[src/rtl/axil_pkg.sv]
// rtl/axil_pkg.sv - shared AXI4-Lite response codes, FSM state types and byte-lane merge
package axil_pkg;

   localparam logic [1:0] AXI_RESP_OKAY   = 2'b00;
   localparam logic [1:0] AXI_RESP_SLVERR = 2'b10;

   typedef enum logic {W_IDLE, W_RESP} w_state_t;
   typedef enum logic {R_IDLE, R_DATA} r_state_t;

   function automatic logic [7:0] merge_byte(input logic [7:0] old_byte,
                                             input logic [7:0] new_byte,
                                             input logic       strb);
      return strb ? new_byte : old_byte;
   endfunction

endpackage

[src/rtl/axil_addr_check.sv]
// rtl/axil_addr_check.sv - decodes a byte address into a register index and in-range flag
module axil_addr_check #(
   parameter int                    NUM_REGS   = 8,
   parameter int                    ADDR_WIDTH = 32,
   parameter int                    DATA_WIDTH = 32,
   parameter logic [ADDR_WIDTH-1:0] BASE_ADDR  = ADDR_WIDTH'(32'h0001_0000),
   localparam int                   IDX_W      = (NUM_REGS > 1) ? $clog2(NUM_REGS) : 1
) (
   input  logic [ADDR_WIDTH-1:0] addr,
   output logic [IDX_W-1:0]      idx,
   output logic                  in_range
);

   localparam int                SHIFT = $clog2(DATA_WIDTH / 8);
   localparam logic [ADDR_WIDTH:0] SPAN = (ADDR_WIDTH + 1)'(NUM_REGS * (DATA_WIDTH / 8));

   logic [ADDR_WIDTH-1:0] offset;

   // Wrapping subtraction: addresses below the base land far out of range.
   assign offset   = addr - BASE_ADDR;
   assign in_range = {1'b0, offset} < SPAN;
   assign idx      = IDX_W'(offset >> SHIFT);

endmodule

[src/rtl/axil_slave_regfile.sv]
// rtl/axil_slave_regfile.sv - AXI4-Lite register bank slave; AXIL_REGFILE_SLVERR_EN enables SLVERR on out-of-range access
module axil_slave_regfile
   import axil_pkg::*;
#(
   parameter int                    NUM_REGS   = 8,
   parameter int                    ADDR_WIDTH = 32,
   parameter int                    DATA_WIDTH = 32,
   parameter logic [ADDR_WIDTH-1:0] BASE_ADDR  = ADDR_WIDTH'(32'h0001_0000),
   parameter logic [DATA_WIDTH-1:0] RESET_VAL  = '0
) (
   input  logic                           clk,
   input  logic                           reset_n,
   input  logic [ADDR_WIDTH-1:0]          i_s_axi_awaddr,
   input  logic [2:0]                     i_s_axi_awprot,
   input  logic                           i_s_axi_awvalid,
   output logic                           o_s_axi_awready,
   input  logic [DATA_WIDTH-1:0]          i_s_axi_wdata,
   input  logic [DATA_WIDTH/8-1:0]        i_s_axi_wstrb,
   input  logic                           i_s_axi_wvalid,
   output logic                           o_s_axi_wready,
   output logic [1:0]                     o_s_axi_bresp,
   output logic                           o_s_axi_bvalid,
   input  logic                           i_s_axi_bready,
   input  logic [ADDR_WIDTH-1:0]          i_s_axi_araddr,
   input  logic [2:0]                     i_s_axi_arprot,
   input  logic                           i_s_axi_arvalid,
   output logic                           o_s_axi_arready,
   output logic [DATA_WIDTH-1:0]          o_s_axi_rdata,
   output logic [1:0]                     o_s_axi_rresp,
   output logic                           o_s_axi_rvalid,
   input  logic                           i_s_axi_rready,
   output logic [NUM_REGS*DATA_WIDTH-1:0] o_regs,
   output logic [NUM_REGS-1:0]            o_wr_pulse
);

   localparam int STRB_W = DATA_WIDTH / 8;
   localparam int IDX_W  = (NUM_REGS > 1) ? $clog2(NUM_REGS) : 1;

`ifdef AXIL_REGFILE_SLVERR_EN
   localparam logic [1:0] OOR_RESP = AXI_RESP_SLVERR;
`else
   localparam logic [1:0] OOR_RESP = AXI_RESP_OKAY;
`endif

   w_state_t              w_state, w_state_nxt;
   r_state_t              r_state, r_state_nxt;
   logic                  ready_en;
   logic                  aw_held, w_held;
   logic [IDX_W-1:0]      aw_idx_q;
   logic                  aw_ok_q;
   logic [DATA_WIDTH-1:0] wdata_q;
   logic [STRB_W-1:0]     wstrb_q;
   logic [IDX_W-1:0]      aw_idx_dec, ar_idx_dec;
   logic                  aw_ok_dec, ar_ok_dec;
   logic                  aw_hs, w_hs, ar_hs, commit;
   logic [IDX_W-1:0]      wr_idx;
   logic                  wr_ok;
   logic [DATA_WIDTH-1:0] wr_data, merged;
   logic [STRB_W-1:0]     wr_strb;
   logic [DATA_WIDTH-1:0] regs [NUM_REGS];
   logic                  unused_prot;

   assign unused_prot = ^{i_s_axi_awprot, i_s_axi_arprot};

   axil_addr_check #(
      .NUM_REGS  (NUM_REGS),
      .ADDR_WIDTH(ADDR_WIDTH),
      .DATA_WIDTH(DATA_WIDTH),
      .BASE_ADDR (BASE_ADDR)
   ) u_aw_check (
      .addr    (i_s_axi_awaddr),
      .idx     (aw_idx_dec),
      .in_range(aw_ok_dec)
   );

   axil_addr_check #(
      .NUM_REGS  (NUM_REGS),
      .ADDR_WIDTH(ADDR_WIDTH),
      .DATA_WIDTH(DATA_WIDTH),
      .BASE_ADDR (BASE_ADDR)
   ) u_ar_check (
      .addr    (i_s_axi_araddr),
      .idx     (ar_idx_dec),
      .in_range(ar_ok_dec)
   );

   // ready_en keeps every ready low until the first edge after reset release.
   assign o_s_axi_awready = ready_en && (w_state == W_IDLE) && !aw_held;
   assign o_s_axi_wready  = ready_en && (w_state == W_IDLE) && !w_held;
   assign o_s_axi_arready = ready_en && (r_state == R_IDLE);
   assign o_s_axi_bvalid  = (w_state == W_RESP);
   assign o_s_axi_rvalid  = (r_state == R_DATA);

   assign aw_hs  = i_s_axi_awvalid && o_s_axi_awready;
   assign w_hs   = i_s_axi_wvalid && o_s_axi_wready;
   assign ar_hs  = i_s_axi_arvalid && o_s_axi_arready;
   assign commit = (w_state == W_IDLE) && (aw_held || aw_hs) && (w_held || w_hs);

   assign wr_idx  = aw_held ? aw_idx_q : aw_idx_dec;
   assign wr_ok   = aw_held ? aw_ok_q : aw_ok_dec;
   assign wr_data = w_held ? wdata_q : i_s_axi_wdata;
   assign wr_strb = w_held ? wstrb_q : i_s_axi_wstrb;

   always_comb begin
      merged = regs[wr_idx];
      for (int b = 0; b < STRB_W; b++) begin
         merged[b*8 +: 8] = merge_byte(regs[wr_idx][b*8 +: 8], wr_data[b*8 +: 8], wr_strb[b]);
      end
   end

   always_ff @(posedge clk or negedge reset_n) begin
      if (!reset_n) begin
         w_state  <= W_IDLE;
         r_state  <= R_IDLE;
         ready_en <= 1'b0;
      end else begin
         w_state  <= w_state_nxt;
         r_state  <= r_state_nxt;
         ready_en <= 1'b1;
      end
   end

   always_comb begin
      w_state_nxt = w_state;
      case (w_state)
         W_IDLE:  if (commit) w_state_nxt = W_RESP;
         W_RESP:  if (i_s_axi_bready) w_state_nxt = W_IDLE;
         default: w_state_nxt = W_IDLE;
      endcase
   end

   always_comb begin
      r_state_nxt = r_state;
      case (r_state)
         R_IDLE:  if (ar_hs) r_state_nxt = R_DATA;
         R_DATA:  if (i_s_axi_rready) r_state_nxt = R_IDLE;
         default: r_state_nxt = R_IDLE;
      endcase
   end

   always_ff @(posedge clk or negedge reset_n) begin
      if (!reset_n) begin
         aw_held       <= 1'b0;
         w_held        <= 1'b0;
         aw_idx_q      <= '0;
         aw_ok_q       <= 1'b0;
         wdata_q       <= '0;
         wstrb_q       <= '0;
         o_s_axi_bresp <= AXI_RESP_OKAY;
         o_wr_pulse    <= '0;
         for (int k = 0; k < NUM_REGS; k++) regs[k] <= RESET_VAL;
      end else begin
         o_wr_pulse <= '0;
         if (commit) begin
            aw_held       <= 1'b0;
            w_held        <= 1'b0;
            o_s_axi_bresp <= wr_ok ? AXI_RESP_OKAY : OOR_RESP;
            if (wr_ok) begin
               regs[wr_idx]       <= merged;
               o_wr_pulse[wr_idx] <= 1'b1;
            end
         end else begin
            if (aw_hs) begin
               aw_held  <= 1'b1;
               aw_idx_q <= aw_idx_dec;
               aw_ok_q  <= aw_ok_dec;
            end
            if (w_hs) begin
               w_held  <= 1'b1;
               wdata_q <= i_s_axi_wdata;
               wstrb_q <= i_s_axi_wstrb;
            end
         end
      end
   end

   // Nonblocking capture means a same-edge write is not yet visible here.
   always_ff @(posedge clk or negedge reset_n) begin
      if (!reset_n) begin
         o_s_axi_rdata <= '0;
         o_s_axi_rresp <= AXI_RESP_OKAY;
      end else if (ar_hs) begin
         o_s_axi_rdata <= ar_ok_dec ? regs[ar_idx_dec] : '0;
         o_s_axi_rresp <= ar_ok_dec ? AXI_RESP_OKAY : OOR_RESP;
      end
   end

   for (genvar k = 0; k < NUM_REGS; k++) begin : g_export
      assign o_regs[k*DATA_WIDTH +: DATA_WIDTH] = regs[k];
   end

endmodule

[config.mk]
export PLATFORM = sky130hd
export DESIGN_NAME = axil_slave_regfile
export DESIGN_NICKNAME = d
export VERILOG_FILES = /design/src/rtl/axil_pkg.sv /design/src/rtl/axil_addr_check.sv /design/src/rtl/axil_slave_regfile.sv
export SDC_FILE = /design/constraint.sdc
export NUM_CORES = 1
export LEC_CHECK = 0
export BUFFER_PORTS_ARGS = -buffer_cell sky130_fd_sc_hd__buf_4
export CORE_MARGIN = 5
export CORE_UTILIZATION = 55
export CTS_CLUSTER_SIZE = 30
export DETAILED_ROUTE_END_ITERATION = 8
export GPL_ROUTABILITY_DRIVEN = 0
export PLACE_DENSITY = 0.82
export SETUP_SLACK_MARGIN = 0.02
export SKIP_CTS_REPAIR_TIMING = 1
export SYNTH_ARGS = -nofsm -noshare
export SYNTH_HDL_FRONTEND = slang
export SYNTH_SLANG_ARGS = --single-unit
[constraint.sdc]
create_clock -name clk -period 3.3 [get_ports clk]
set_input_delay 0 -clock clk [delete_from_list [all_inputs] [get_ports clk]]
set_output_delay 0 -clock clk [all_outputs]
set_load 0.02 [all_outputs]
* Word level (Yosys, flattened, before mapping)
Index checks and enable logic that the tools add are counted.
Operators by class: $lt $le $gt $ge 7, $add $sub $neg 2, reduce and logical (&&, ||, !) cells 20, multiplexer cells 32, bitwise logic cells 5
Operators with widths (count):
- 256-bit bitwise mux | 1
- 32-bit 2-to-1 mux | 7
- 32-bit binary-select mux with 3-bit select | 2
- 32-bit demux with 3-bit select | 1
- 32-bit by 6-bit less-than comparator with 1-bit output (second input constant) | 2
- 32-bit by 17-bit subtractor with 32-bit output (second input constant) | 2
- 8-bit 2-to-1 mux | 6
- 1-bit logical AND | 11
- 1-bit 2-to-1 mux | 10
- 4-bit greater-or-equal comparator (second input constant) | 2
- 3-bit NOT with 4-bit output | 2
- 2-bit AND reduction | 3
- 3-bit by 4-bit less-than comparator with 1-bit output (second input constant) | 1
- 4-bit by 1-bit less-than comparator with 1-bit output (second input constant) | 1
- 4-bit 2-to-1 mux | 1
- 1-bit one-hot mux with 2 select lines | 2
- 2-bit nonzero test | 2
- 1-bit demux with 3-bit select | 1
- 3-bit by 1-bit greater-or-equal comparator with 1-bit output (second input constant) | 1
- 3-bit 2-to-1 mux | 1
- 1-bit NOT | 3
- 1-bit zero test | 2
- 1-bit logical OR | 2
Storage, ports and cells: bits in registers 341, logic and storage cells 85, output and inout bits 305

* Longest topological paths before layout
depth in word-level cells 9, depth in mapped cells 10, mapped depth without buffers 6

* By module
From an unflattened synthesis, not the netlist that was laid out.
Second synthesis, totals: cells, all modules 1288, area, all modules 17573.1 um^2
Modules (own cells, without submodules):
- axil_slave_regfile | area an instance 17252.8 um^2, seq. area each 8533.2 um^2, instances 1, cells each 1244
- axil_addr_check | area an instance 160.2 um^2, seq. area each 0.0 um^2, instances 2, cells each 22

* Worst setup path after synthesis
No wires, ideal clock.
path kind register to register, start point reg aw_held, end point reg regs, in the netlist o_regs[0], stages on the path, launching flop included 10, path slack 855 ps, clock period less this slack 2445 ps, buffers on the path 3, setup time 125 ps, data arrival time 2320 ps, cell sequence dfrtp_1 -> buf_2 -> a21oi_1 -> or3_1 -> clkbuf_1 -> nor2_1 -> nand3_4 -> a211oi_4 -> buf_6 -> mux2_4
On the way: word-level cells in the longest chain between the ends 7, elaborated cells on any way between the ends 20, those cells by class order compare: 2; mux: 9; bitwise: 1; reduce/logical: 8
RTL lines:
- start, declared | line axil_slave_regfile.sv:48 | logic aw_held, w_held;
- start signal, assigned | line axil_slave_regfile.sv:143 | aw_held <= 1'b0;
- start signal, assigned | line axil_slave_regfile.sv:155 | aw_held <= 1'b0;
- start signal, assigned | line axil_slave_regfile.sv:164 | aw_held <= 1'b1;
- 3-bit 2-to-1 mux / 1-bit zero test (equally long branches) | line axil_slave_regfile.sv:99, axil_slave_regfile.sv:88
- 3-bit NOT with 4-bit output (not written as such) / 1-bit logical AND (equally long branches) | line axil_slave_regfile.sv:107, axil_slave_regfile.sv:159, axil_slave_regfile.sv:88
- 4-bit greater-or-equal comparator (not written as such), or another cell as far along | line axil_slave_regfile.sv:159 | regs[wr_idx] <= merged;
- 1-bit logical AND (not written as such), or another cell as far along | line axil_slave_regfile.sv:159
- 32-bit 2-to-1 mux (not written as such), or another cell as far along | line axil_slave_regfile.sv:159
- 32-bit demux with 3-bit select, or another cell as far along | line axil_slave_regfile.sv:159
- 256-bit bitwise mux / 2-bit AND reduction (equally long branches)
- end signal, assigned by index | line axil_slave_regfile.sv:159
- end, declared | line axil_slave_regfile.sv:60 | logic [DATA_WIDTH-1:0] regs [NUM_REGS];
Several ways; a longest one is shown, not always the timed one. The select of a mux whose other input is x is not followed. A chain may end at the register's enable or synchronous reset.

* Worst setup path in the final report
start point reg aw_held, end point reg regs, in the netlist o_regs[216]
On the way: word-level cells in the longest chain between the ends 7, elaborated cells on any way between the ends 20, those cells by class order compare: 2; mux: 9; bitwise: 1; reduce/logical: 8
RTL lines (line):
- 3-bit 2-to-1 mux / 1-bit zero test (equally long branches) | axil_slave_regfile.sv:99, axil_slave_regfile.sv:88
- 3-bit NOT with 4-bit output (not written as such) / 1-bit logical AND (equally long branches) | axil_slave_regfile.sv:107, axil_slave_regfile.sv:159, axil_slave_regfile.sv:88
- 4-bit greater-or-equal comparator (not written as such), or another cell as far along | axil_slave_regfile.sv:159
- 1-bit logical AND (not written as such), or another cell as far along | axil_slave_regfile.sv:159
- 32-bit 2-to-1 mux (not written as such), or another cell as far along | axil_slave_regfile.sv:159
- 32-bit demux with 3-bit select, or another cell as far along | axil_slave_regfile.sv:159
- 256-bit bitwise mux / 2-bit AND reduction (equally long branches)
Several ways; a longest one is shown, not always the timed one. The select of a mux whose other input is x is not followed.

==> results.py <==
metrics = {
    "global_routing": {
        "grt_pass1_vias": 15381,
        "grt_use_total_pct": 35.7,
        "grt_remaining_overflow": 0,
        "grt_first_pass_wirelength_um": 97200,
        "pin_count_of_the_biggest_net_entering_global_routing": 87,
        "antenna_violations_before_repair": 2,
    },
    "die": {
        "floorplan.initialDensity_pct": 55.8,
        "die_area_um2": 35800,
        "ios": 418,
        "dieWidth_um": 189,
        "floorplan.core_area_um2": 31600,
        "overall_die_height_um": 189,
        "fp-row-count": 65,
    },
    "synth": {
        "post_syn_instances": 1356,
        "synth-async-reset-ratio_pct": 100,
        "synth_sequential_area_ratio_pct": 48.4,
        "synth_largest_type_area_fraction_pct": 48.4,
        "count_of_cell_types_in_the_netlist": 66,
        "syn_area_per_cell_um2": 13.0,
        "synth-warning-count": 0,
        "synth.ff_latch_count": 341,
        "ys_top_cells_by_count": "341 x sky130_fd_sc_hd__dfrtp_1, 277 x sky130_fd_sc_hd__mux2_2, 140 x sky130_fd_sc_hd__nand2_1",
        "ys_dominant_reg_cell": "sky130_fd_sc_hd__dfrtp_1",
        "yosys-top-cells-area": "sky130_fd_sc_hd__dfrtp_1 48%, sky130_fd_sc_hd__mux2_2 18%, sky130_fd_sc_hd__mux4_2 8.2%, sky130_fd_sc_hd__mux2i_1 4.9%, sky130_fd_sc_hd__nand2_1 3.0%",
        "synthDominantAreaCellType": "sky130_fd_sc_hd__dfrtp_1",
        "synth_most_common_cell": "sky130_fd_sc_hd__dfrtp_1",
        "synth-edff-count": 0,
        "synthesis.area_um2": 17600,
    },
    "critical_path": {
        "endpoint": "o_regs[216]",
        "critPathLaunch": "aw_held",
        "reg2reg_from": "aw_held",
        "critical_path.reg2reg.endpoint": "o_regs[216]",
        "worst-r2r-setup-slack_ns": 0.05,
        "path_max_fanout": 15,
        "worst-setup-path-type": "reg2reg",
        "reg2reg_depth": 7,
        "timing.critical_path.from_type": "flip-flop",
        "cp.required_ns": 3.75,
        "worstSetupEndpointType": "flip-flop",
        "critical_path_arrival_ns": 3.70,
    },
    "pwr": {
        "power.share.switching_pct": 32.8,
        "seqPwrFrac_pct": 37.5,
        "pwr-share-comb_pct": 26.4,
        "internal_power_uw": 8330,
        "total_leakage_power_uw": 0.0112,
        "switchingPower_uw": 4060,
        "vdd_ir_drop_max_uv": 393,
        "clockPowerShare_pct": 36.1,
        "power.density_cell_area_nw_per_um2": 533,
    },
    "min_path": {
        "worstHoldPathType": "in2async",
    },
    "sta": {
        "timing.final.setup_violations": 0,
        "timing.final.crit_share_pct": 98.4,
        "fin_skew_ns": 0.0151,
        "timing.final.ws_setup_ns": 0.0517,
        "setup_repair_after_global_routing_missed_its_margin": "false",
        "max-slew-margin-rel_pct": 13.0,
        "max_freq_mhz": 308,
        "timing.final.hold_violations": 0,
        "timing_worst_slew_pin_value_ns": 1.30,
        "setup_tns_ns": 0,
        "slew_viol_final": 0,
        "min_period_ns": 3.25,
    },
    "detailed_routing": {
        "ant_nets": 0,
        "detailedRoute.firstPassIterationCount": 5,
        "wl_per_cell_um": 29.4,
        "drcViolationCount": 0,
        "routed_via_density": 6.70,
        "routed_wirelength_um": 66100,
        "drtIter0Drc": 1309,
        "via_count": 15099,
    },
    "status": {
        "status": "completed",
    },
    "placed_design": {
        "dp_hpwl_um": 44600,
        "placed_cells": 2136,
        "pre_cts_slack_ns": 0.279,
        "io_port_bufs": 403,
    },
    "final_layout": {
        "layout_area_overhead_pct": 31.7,
        "final_layout_size_suffix_gt1_share_pct": 50.7,
        "finish.cell_count_without_fillers": 2252,
        "fin_nets": 1932,
    },
    "clock_network": {
        "clock_pin_slew_reported_for_the_worst_setup_and_hold_paths_after_clock_tree_synthesis_ns": 0.06,
        "worstSkewPairLatency_ns": 0.52,
        "cts-root-to-sink-buffers": 3,
        "clock_tree.root_cell": "sky130_fd_sc_hd__clkbuf_16",
        "ctsHtreeMaxLevel": 2,
        "cts.sink_count": 341,
        "tritoncts.num_buffers": 38,
        "tritoncts": "built",
    },
    "job": {
        "max_cap_viols": 0,
    },
}
sequential cells by signal (all words and copies together) (netlist names):
register and flops:
w_held 1, aw_idx_q 3, o_wr_pulse 8, wdata_q 32, o_s_axi_rdata 32, ready_en 1
o_regs 256, o_s_axi_rvalid 1, wstrb_q 4, o_s_axi_bvalid 1, aw_ok_q 1, aw_held 1
worst max-delay path: stages (launching register included):
cell	delay, ns
sky130_fd_sc_hd__dfrtp_1	0.63
sky130_fd_sc_hd__mux2_2	0.59
sky130_fd_sc_hd__nor2_1	0.58
sky130_fd_sc_hd__buf_4	0.26
sky130_fd_sc_hd__a221o_1	0.15
sky130_fd_sc_hd__o21ai_0	0.08
sky130_fd_sc_hd__a32oi_1	0.59
sky130_fd_sc_hd__mux2_2	0.30
power by group through the flow:
stage / logic [µW] / clock network [µW] / registers, µW
after CTS: 3160 / 4490 / 4630
after global routing: 3420 / 4650 / 4670
after detailed placement: 3130 / 0 / 4710
after floorplan: 1860 / 0 / 4610
after global placement: 3040 / 0 / 4680
final: 3280 / 4470 / 4650
layer usage:
metal  track usage, %  part of all wire [%]  up-vias  routed length, µm
met1             45.4                    36     7669              24000
li1                 -                     -     6085                  -
met3             8.26                    10      269               6770
met4             19.0                   6.3        0               4190
met5                0                     0        -                  0
met2             57.4                    47     1076              31100
cells by family after synthesis:
| kind of cell | after synthesis | synth area share (%) |
|---|---|---|
| mux | 456 | 33.2 |
| buf+inv | 112 | 3.09 |
| other cells | 2 | 0.0426 |
| compound gates | 233 | 9.84 |
| flops | 341 | 48.4 |
| simple gates | 212 | 5.49 |
area by class of cell:
cell class                 count  area, µm²
sequential                   341       8530
clock inverter                16        189
fill                        2079       8400
clock buffer                  53       1140
timing repair buffer         518       4130
inverter                      14       52.6
antenna                        2       5.00
multi-input combinational    906       8680
tap                          402        503
metrics by stage:
stage	total power [µW]	instance area (µm²)	hold slack [ns]	util, %
2_1_floorplan	6480	17700	-0.296	-
3_3_place_gp	7720	21400	0.0196	67.8
3_5_place_dp	7840	21400	0.0289	67.8
4_1_cts	12300	22800	-0.515	72.0
5_1_grt	12700	23200	0.130	73.5
6_report	12400	23200	0.0752	73.5
placed cells by master, fill, tap and decap left out, types with 6 or more instances in the layout:
cell type                       count
sky130_fd_sc_hd__buf_4            462
sky130_fd_sc_hd__dfrtp_1          340
sky130_fd_sc_hd__mux2_2           277
sky130_fd_sc_hd__nand2_1          139
sky130_fd_sc_hd__mux2i_1           84
sky130_fd_sc_hd__mux4_2            64
sky130_fd_sc_hd__o21ai_0           51
sky130_fd_sc_hd__dlygate4sd3_1     45
sky130_fd_sc_hd__clkbuf_16         41
sky130_fd_sc_hd__a21oi_1           31
sky130_fd_sc_hd__mux2_4            28
sky130_fd_sc_hd__a22oi_1           26
sky130_fd_sc_hd__a221oi_1          20
sky130_fd_sc_hd__nand3_1           15
sky130_fd_sc_hd__a22o_1            13
sky130_fd_sc_hd__inv_1             12
sky130_fd_sc_hd__nor2_1            12
sky130_fd_sc_hd__o2bb2ai_1         11
sky130_fd_sc_hd__a32oi_1           10
sky130_fd_sc_hd__clkinv_2          10
sky130_fd_sc_hd__buf_12            10
sky130_fd_sc_hd__nor4_1             9
sky130_fd_sc_hd__a211oi_1           8
sky130_fd_sc_hd__clkbuf_8           7
sky130_fd_sc_hd__nor3b_1            6
sky130_fd_sc_hd__a222oi_1           6
how the worst min path moves through the flow:
stage               startpoint       endpoint  slack (ns)
floorplan              reset_n        aw_held       -0.30
global placement       reset_n  o_wr_pulse[4]        0.02
detailed placement     reset_n  o_wr_pulse[2]        0.03
CTS                    reset_n  o_wr_pulse[2]       -0.51
global route           reset_n    o_regs[155]        0.13
finish                 reset_n  o_wr_pulse[1]        0.08
Note: power is estimated with default switching activity, not from simulation.
